### src/rtl/display_scan_mux.sv
// display_scan_mux: time-multiplexed scanner for N-digit 7-segment displays.
// Owns its scan counter and prescaler. It snapshots the digit bus once per
// frame, so a digit never changes part-way through a frame. It also provides
// freeze (hold/lap), leading-zero blanking and a frame-start strobe.
module display_scan_mux #(
    parameter int NUM_DIGITS = 4,
    parameter int DIGIT_W    = 4,
    parameter int PRESCALE   = 50000
) (
    input  logic                          clk,
    input  logic                          rst_n,
    input  logic [NUM_DIGITS*DIGIT_W-1:0] digits_in,
    input  logic                          freeze,
    input  logic                          lzb_en,
    output logic [NUM_DIGITS-1:0]         digit_sel,
    output logic [DIGIT_W-1:0]            digit_val,
    output logic                          blank,
    output logic                          frame_start
);

    localparam int PW = (PRESCALE > 1) ? $clog2(PRESCALE) : 1;
    localparam int IW = $clog2(NUM_DIGITS);
    localparam int BW = NUM_DIGITS * DIGIT_W;

    localparam logic [PW-1:0] PRE_LAST = PW'(PRESCALE - 1);
    localparam logic [IW-1:0] IDX_LAST = IW'(NUM_DIGITS - 1);

    // A slot above digit 0 is blank when it and every more-significant digit are zero.
    function automatic logic slot_blanked(input logic [BW-1:0] snap,
                                          input logic [IW-1:0] idx,
                                          input logic          lzb);
        logic hi_zero;
        hi_zero = 1'b1;
        for (int i = 0; i < NUM_DIGITS; i++) begin
            if ((i >= int'(idx)) && (snap[i*DIGIT_W +: DIGIT_W] != {DIGIT_W{1'b0}})) begin
                hi_zero = 1'b0;
            end else begin
                hi_zero = hi_zero;
            end
        end
        if (lzb && (idx != {IW{1'b0}})) begin
            return hi_zero;
        end else begin
            return 1'b0;
        end
    endfunction

    logic [PW-1:0]         pre_cnt_r;
    logic [IW-1:0]         idx_r;
    logic [BW-1:0]         snap_r;
    logic                  lzb_r;
    logic [NUM_DIGITS-1:0] digit_sel_r;
    logic [DIGIT_W-1:0]    digit_val_r;
    logic                  blank_r;
    logic                  frame_start_r;

    logic                  tick_s;
    logic                  frame_tick_s;
    logic [PW-1:0]         pre_nxt_s;
    logic [IW-1:0]         idx_nxt_s;
    logic [BW-1:0]         snap_nxt_s;
    logic                  lzb_nxt_s;
    logic                  blank_nxt_s;
    logic [NUM_DIGITS-1:0] sel_nxt_s;
    logic [DIGIT_W-1:0]    val_nxt_s;

    // Next-state for the prescaler, scan index and per-frame snapshot, plus the output decode.
    always_comb begin
        tick_s       = (pre_cnt_r == PRE_LAST);
        frame_tick_s = tick_s && (idx_r == IDX_LAST);
        pre_nxt_s    = pre_cnt_r;
        idx_nxt_s    = idx_r;
        snap_nxt_s   = snap_r;
        lzb_nxt_s    = lzb_r;

        if (tick_s) begin
            pre_nxt_s = {PW{1'b0}};
        end else begin
            pre_nxt_s = pre_cnt_r + PW'(1);
        end

        if (tick_s) begin
            if (idx_r == IDX_LAST) begin
                idx_nxt_s = {IW{1'b0}};
            end else begin
                idx_nxt_s = idx_r + IW'(1);
            end
        end else begin
            idx_nxt_s = idx_r;
        end

        // freeze and lzb_en only matter at the frame boundary
        if (frame_tick_s) begin
            lzb_nxt_s = lzb_en;
            if (!freeze) begin
                snap_nxt_s = digits_in;
            end else begin
                snap_nxt_s = snap_r;
            end
        end else begin
            lzb_nxt_s  = lzb_r;
            snap_nxt_s = snap_r;
        end

        blank_nxt_s = slot_blanked(snap_nxt_s, idx_nxt_s, lzb_nxt_s);
        if (blank_nxt_s) begin
            sel_nxt_s = {NUM_DIGITS{1'b0}};
            val_nxt_s = {DIGIT_W{1'b0}};
        end else begin
            sel_nxt_s = {{(NUM_DIGITS-1){1'b0}}, 1'b1} << idx_nxt_s;
            val_nxt_s = snap_nxt_s[idx_nxt_s*DIGIT_W +: DIGIT_W];
        end
    end

    // State and registered outputs; the outputs only move on a tick and hold otherwise.
    always_ff @(posedge clk or negedge rst_n) begin
        if (!rst_n) begin
            pre_cnt_r     <= {PW{1'b0}};
            idx_r         <= IDX_LAST;
            snap_r        <= {BW{1'b0}};
            lzb_r         <= 1'b0;
            digit_sel_r   <= {NUM_DIGITS{1'b0}};
            digit_val_r   <= {DIGIT_W{1'b0}};
            blank_r       <= 1'b0;
            frame_start_r <= 1'b0;
        end else begin
            pre_cnt_r     <= pre_nxt_s;
            idx_r         <= idx_nxt_s;
            snap_r        <= snap_nxt_s;
            lzb_r         <= lzb_nxt_s;
            frame_start_r <= frame_tick_s;
            if (tick_s) begin
                digit_sel_r <= sel_nxt_s;
                digit_val_r <= val_nxt_s;
                blank_r     <= blank_nxt_s;
            end else begin
                digit_sel_r <= digit_sel_r;
                digit_val_r <= digit_val_r;
                blank_r     <= blank_r;
            end
        end
    end

    assign digit_sel   = digit_sel_r;
    assign digit_val   = digit_val_r;
    assign blank       = blank_r;
    assign frame_start = frame_start_r;

endmodule

### config.mk
export PLATFORM = sky130hd
export DESIGN_NAME = display_scan_mux
export DESIGN_NICKNAME = d
export VERILOG_FILES = /design/src/rtl/display_scan_mux.sv
export SDC_FILE = /design/constraint.sdc
export NUM_CORES = 1
export LEC_CHECK = 0
export CORE_MARGIN = 5
export CORE_UTILIZATION = 50
export DETAILED_ROUTE_END_ITERATION = 10
export MAX_ROUTING_LAYER = met4
export PLACE_DENSITY = 0.82
export SLEW_MARGIN = 15
export SYNTH_ARGS = -nofsm -noshare
export SYNTH_HDL_FRONTEND = slang
export SYNTH_SLANG_ARGS = --single-unit
### constraint.sdc
create_clock -name clk -period 5.81 [get_ports clk]
set_input_delay 1.162 -clock clk [delete_from_list [all_inputs] [get_ports clk]]
set_output_delay 1.162 -clock clk [all_outputs]
set_load 0.02 [all_outputs]
Word-level counts from Yosys, hierarchy flattened
Index checks and enable logic that the tools add are counted.
Storage, ports and cells
  input port bits: 20
  word-level logic and storage cells: 40
  register bits after elaboration: 45
  output and inout bits: 10
Cells by class
  add/sub/neg operators: 2
  multiplexer cells: 13
  equal/unequal tests: 2
  shifts and indexed selects: 2
  reduce and logical (&&, ||, !) cells: 10
  magnitude comparators: 3
Operator list (count)
  $mux W16: 3
  $add A16 B1 Y16 const B: 1
  $eq A16 B16 Y1 const B: 1
  $reduce_bool A4 Y1: 4
  $shiftx A16 B5 Y4: 1
  $mux W4: 2
  $mux W1: 6
  $logic_and A1 B1 Y1: 5
  $ge A1 B2 Y1 const A: 2
  $mux W2: 2
  $shl A1 B2 Y4 const A: 1
  $add A2 B1 Y2 const B: 1
  $eq A2 B2 Y1 const B: 1
  $ge A2 B2 Y1 const A: 1
  $reduce_bool A2 Y1: 1

Longest topological paths before layout
  depth after elaboration: 11
  gate-level depth with buffers: 9
  mapped depth without buffers: 7

Worst setup path before layout
OpenSTA, ideal clock, no wires.
  path kind: register to register
  from: register pre_cnt_r[7]
  to: register digit_val_r[3] (netlist: digit_val[3])
  stages on the path, launching flop included: 10
  period minus slack after synthesis: 2745 ps
  buffers on the path: 3
  setup time: 161 ps
  path slack: 3065 ps
  arrival: 2584 ps
  data required time: 5649 ps
  cell sequence: dfrtp_1 -> or4b_1 -> buf_6 -> or4_4 -> buf_6 -> o21a_1 -> buf_6 -> mux2_1 -> o211ai_1 -> a31oi_1
Between the ends
  word-level cells in the longest chain between the ends: 11
  elaborated cells between the ends (all ways): 24
  classes of those cells: 3 x order compare; 1 x eq/ne; 1 x shift; 9 x mux; 10 x reduce/logical
Ends and longest elaborated chain
  from (decl): RTL line 48  | logic [PW-1:0] pre_cnt_r;
  from (signal assigned): RTL line 118  | pre_cnt_r <= {PW{1'b0}};
  from (signal assigned): RTL line 127  | pre_cnt_r <= pre_nxt_s;
  $eq A16 B16 Y1 *: RTL line 69  | tick_s = (pre_cnt_r == PRE_LAST);
  $logic_and A1 B1 Y1: RTL line 70  | frame_tick_s = tick_s && (idx_r == IDX_LAST);
  $mux W16: RTL line 93  | if (frame_tick_s) begin
  $reduce_bool A4 Y1: RTL line 35  | if ((i >= int'(idx)) && (snap[i*DIGIT_W +: DIGIT_W] != {DIGIT_W{1'b0}})) begin
  $logic_and A1 B1 Y1: RTL line 35
  $mux W1 (4 in a row): RTL line 35
  $mux W1: RTL line 41  | if (lzb && (idx != {IW{1'b0}})) begin
  $mux W4: RTL line 106  | if (blank_nxt_s) begin
  to (signal assigned): RTL line 123  | digit_val_r <= {DIGIT_W{1'b0}};
  to (signal assigned): RTL line 134  | digit_val_r <= val_nxt_s;
  to (signal assigned): RTL line 138  | digit_val_r <= digit_val_r;
  to (decl): RTL line 53  | logic [DIGIT_W-1:0] digit_val_r;
Every way passes the cells marked *; elsewhere a longest branch is shown, timed or not.
A chain may end at the register's enable or synchronous reset.

Worst setup path in the final report
Same ends and word-level chain as after synthesis.

==> flow_summary.yaml <==
run_status:
  status: "complete, no violations"
grt:
  antenna_found_initial: 0
  grt_overflow: 0
  grt_pass1_wl_um: 8700
  grt_max_degree: 46
  track_usage: 0.1822
  grt_pass1_vias: 1800
cts:
  cts.reportedPaths.clkPinSlew_ns: 0.08
  htreeDepth: 2
  cts.path.max_buffers: 2
  cts_repair_resize_count: 0
  cts_sinks: 45
  post_cts_buffers: 0
  cts_inserted_buffers: 5
  clock_latency_ns: 0.30
  cts_tree: "yes"
  clockRootBuffer: "clkbuf_8"
  hold_buffers: 0
placed_design:
  port_buffers: 29
  gp_congestion: 0.9256
  hpwl_um: 3955
power:
  switching_power_mw: 0.1282
  clockPowerShare: 0.374
  finalPower_mw: 0.5714
  comb_power_share: 0.064
  internal_power_mw: 0.4431
  pwr-share-seq: 0.563
  leakagePower_nw: 1.229
  vdd_drop_max_mv: 0.1451
  power.density_nw_per_um2: 206.5
  p_sw_frac: 0.2244
timing:
  rsz0062_at_grt: "false"
  fin_crit_sh: 0.5682
  final-max-slew-violation-count: 0
  max-slew-margin-rel: 0.3385
  fin_tns_setup_ns: 0
  fmax_mhz: 302.9
  skew_ns: 0.007222
  worstMarginPinSlew_ns: 0.9923
  hold_slack_ns: 0.4663
  setup_violations: 0
  finalHoldViolations: 0
  layout_min_cycle_time_ns: 3.301
floorplan:
  num_rows: 25
  dieArea_um2: 6305
  die_h_um: 79.41
  ios: 30
  initial_utilization: 0.5133
  die_w_um: 79.41
  core-area_um2: 4692
setup_path:
  critPathRequiredTime_ns: 5.99
  critPathMaxStageDelay_ns: 0.83
  critPathMaxFanout: 10
  cp.arrival_ns: 3.48
  r2r_slack_ns: 2.51
  setup.worst_path.start_class: "register"
  cp_slowest_cell: "o41ai_1"
  crit_path_end_kind: "register"
  crit_path_cell_trace: "or4b_1 -> o41ai_1 -> o21a_1 -> mux2_1 -> o211ai_1 -> a31oi_1"
  path_class: "reg2reg"
finish:
  insertedDiodeCount: 0
  area_growth_pct: 14.86
  final_nets: 299
  drive_gt1_frac: 0.09353
flow_run:
  max_cap_viol_count: 0
yosys:
  synth_edf_count: 0
  yosysUniqueCellTypes: 53
  synth_area_leaders: "dfrtp_1 45%, nand2_1 8.3%, o211ai_1 3.4%, mux2i_1 2.5%, buf_6 2.3%"
  synthFlopType: "dfrtp_1"
  synth_area_um2: 2409
  synth_common_cells: "53 x nand2_1, 43 x dfrtp_1, 15 x nor2_1, 14 x inv_1, 11 x o211ai_1"
  ys_async_sr_fraction: 1.000
  synthesis.nets: 274
  postSynthAreaPerCell_um2: 9.558
  synth_cells: 252
  synth_seq_area_share: 0.4686
  yosysMostFrequentCell: "nand2_1"
  synth_top_cell_by_area: "dfrtp_1"
  synth_top_area_frac: 0.4468
  ys_seq_elements: 45
  yosys_warnings: 0
detailed_routing:
  antenna_left: 0
  avgViaCountPerCell: 5.855
  wl_per_cell_um: 16.32
  drt_wl_total_um: 5418
  firstDrtPassIters: 4
  initialDrtViolationCount: 108
  drc: 0
  vias: 1944
worst_hold_path:
  hold_path.class: "reg2reg"
-- worst paths after layout --
check / cells after the start / to / start
hold reg to reg: 1 / pre_cnt_r[0]$_DFF_PN0_ / pre_cnt_r[0]$_DFF_PN0_
max in group asynchronous: 1 / pre_cnt_r[7]$_DFF_PN0_ / rst_n
setup / recovery: 6 / digit_val[3]$_DFFE_PN0N_ / pre_cnt_r[7]$_DFF_PN0_
min in group asynchronous: 1 / snap_r[6]$_DFF_PN0_ / rst_n
setup reg to reg: 6 / digit_val[3]$_DFFE_PN0N_ / pre_cnt_r[7]$_DFF_PN0_
hold / removal: 1 / pre_cnt_r[0]$_DFF_PN0_ / pre_cnt_r[0]$_DFF_PN0_
-- flip-flops by register name, indices dropped and copies added (netlist names) --
name and cells:
pre_cnt_r 16, snap_r 16, digit_sel 4, digit_val 4, idx_r 2, blank 1
frame_start 1, lzb_r 1
-- layout make-up --
cell class | instances | area [um^2]
Clock buffer | 7 | 96.34
Timing Repair Buffer | 30 | 292.8
Multi-Input combinational cell | 181 | 1124
Fill cell | 421 | 1926
Sequential cell | 45 | 1129
Inverter | 14 | 52.55
Tap cell | 54 | 67.56
Clock inverter | 1 | 5.005
-- cells in the final DEF, fill, tap and decap left out, types with 2 or more instances in the layout --
| cell type | n |
|---|---|
| inv_1 | 14 |
| or4b_1 | 2 |
| a211oi_1 | 2 |
| ha_1 | 2 |
| nor3_1 | 4 |
| and3_1 | 5 |
| a21boi_0 | 2 |
| mux2i_1 | 6 |
| mux2_1 | 2 |
| nor2_1 | 15 |
| or2_2 | 2 |
| o21ai_0 | 10 |
| xnor2_1 | 5 |
| nand2_1 | 53 |
| o31ai_1 | 5 |
| clkdlybuf4s50_1 | 28 |
| clkbuf_8 | 7 |
| and2_1 | 2 |
| dfrtp_1 | 43 |
| a21oi_1 | 5 |
| nor4_1 | 4 |
| o41ai_1 | 3 |
| xor2_1 | 6 |
| nand3_1 | 8 |
| or4_1 | 3 |
| o211ai_1 | 11 |
| dfstp_2 | 2 |
-- worst max-delay path: cells and delay by family, from the launching register on --
kind / cells / cell delay (ns)
and+or+nand+nor: 1 / 0.71
AOI/OAI and AO/OA: 4 / 1.66
muxes: 1 / 0.39
DFF: 1 / 0.43
-- power groups by stage --
stage	clock [mW]	combinational (mW)	sequential, mW
global route	0.231	0.0404	0.322
finish	0.213	0.0365	0.321
global placement	0	0.0359	0.327
floorplan	0	0.0120	0.327
CTS	0.218	0.0367	0.321
detailed placement	0	0.0365	0.327
-- stage by stage --
stage            util  cell area [um^2]  instances  setup WS [ns]
2_1_floorplan       -              2409        252          3.065
3_3_place_gp   0.5680              2665        324          2.594
3_5_place_dp   0.5680              2665        324          2.532
4_1_cts        0.5896              2766        332          2.534
5_1_grt        0.5896              2766        332          2.272
6_report       0.5896              2766        332          2.509
-- cell families (layout without fill, tap and decap cells) --
logic type	count (synthesis)	after routing	synth area share
and+or+nand+nor	108	108	0.2192
AOI/OAI and AO/OA	51	51	0.1579
DFF	45	45	0.4686
buffers and inverters	26	52	0.06493
xor gates and xnor gates	11	11	0.04000
muxes	9	9	0.03896
adders and majority gates	2	2	0.01039
-- per-layer routing --
layer / GRT usage / wire [um]
met1: 0.2259 / 2357
met3: 0.03499 / 258
met2: 0.3072 / 2705
met4: 0.04811 / 97
met5: - / 0
Note: power is estimated with default switching activity, not from simulation.
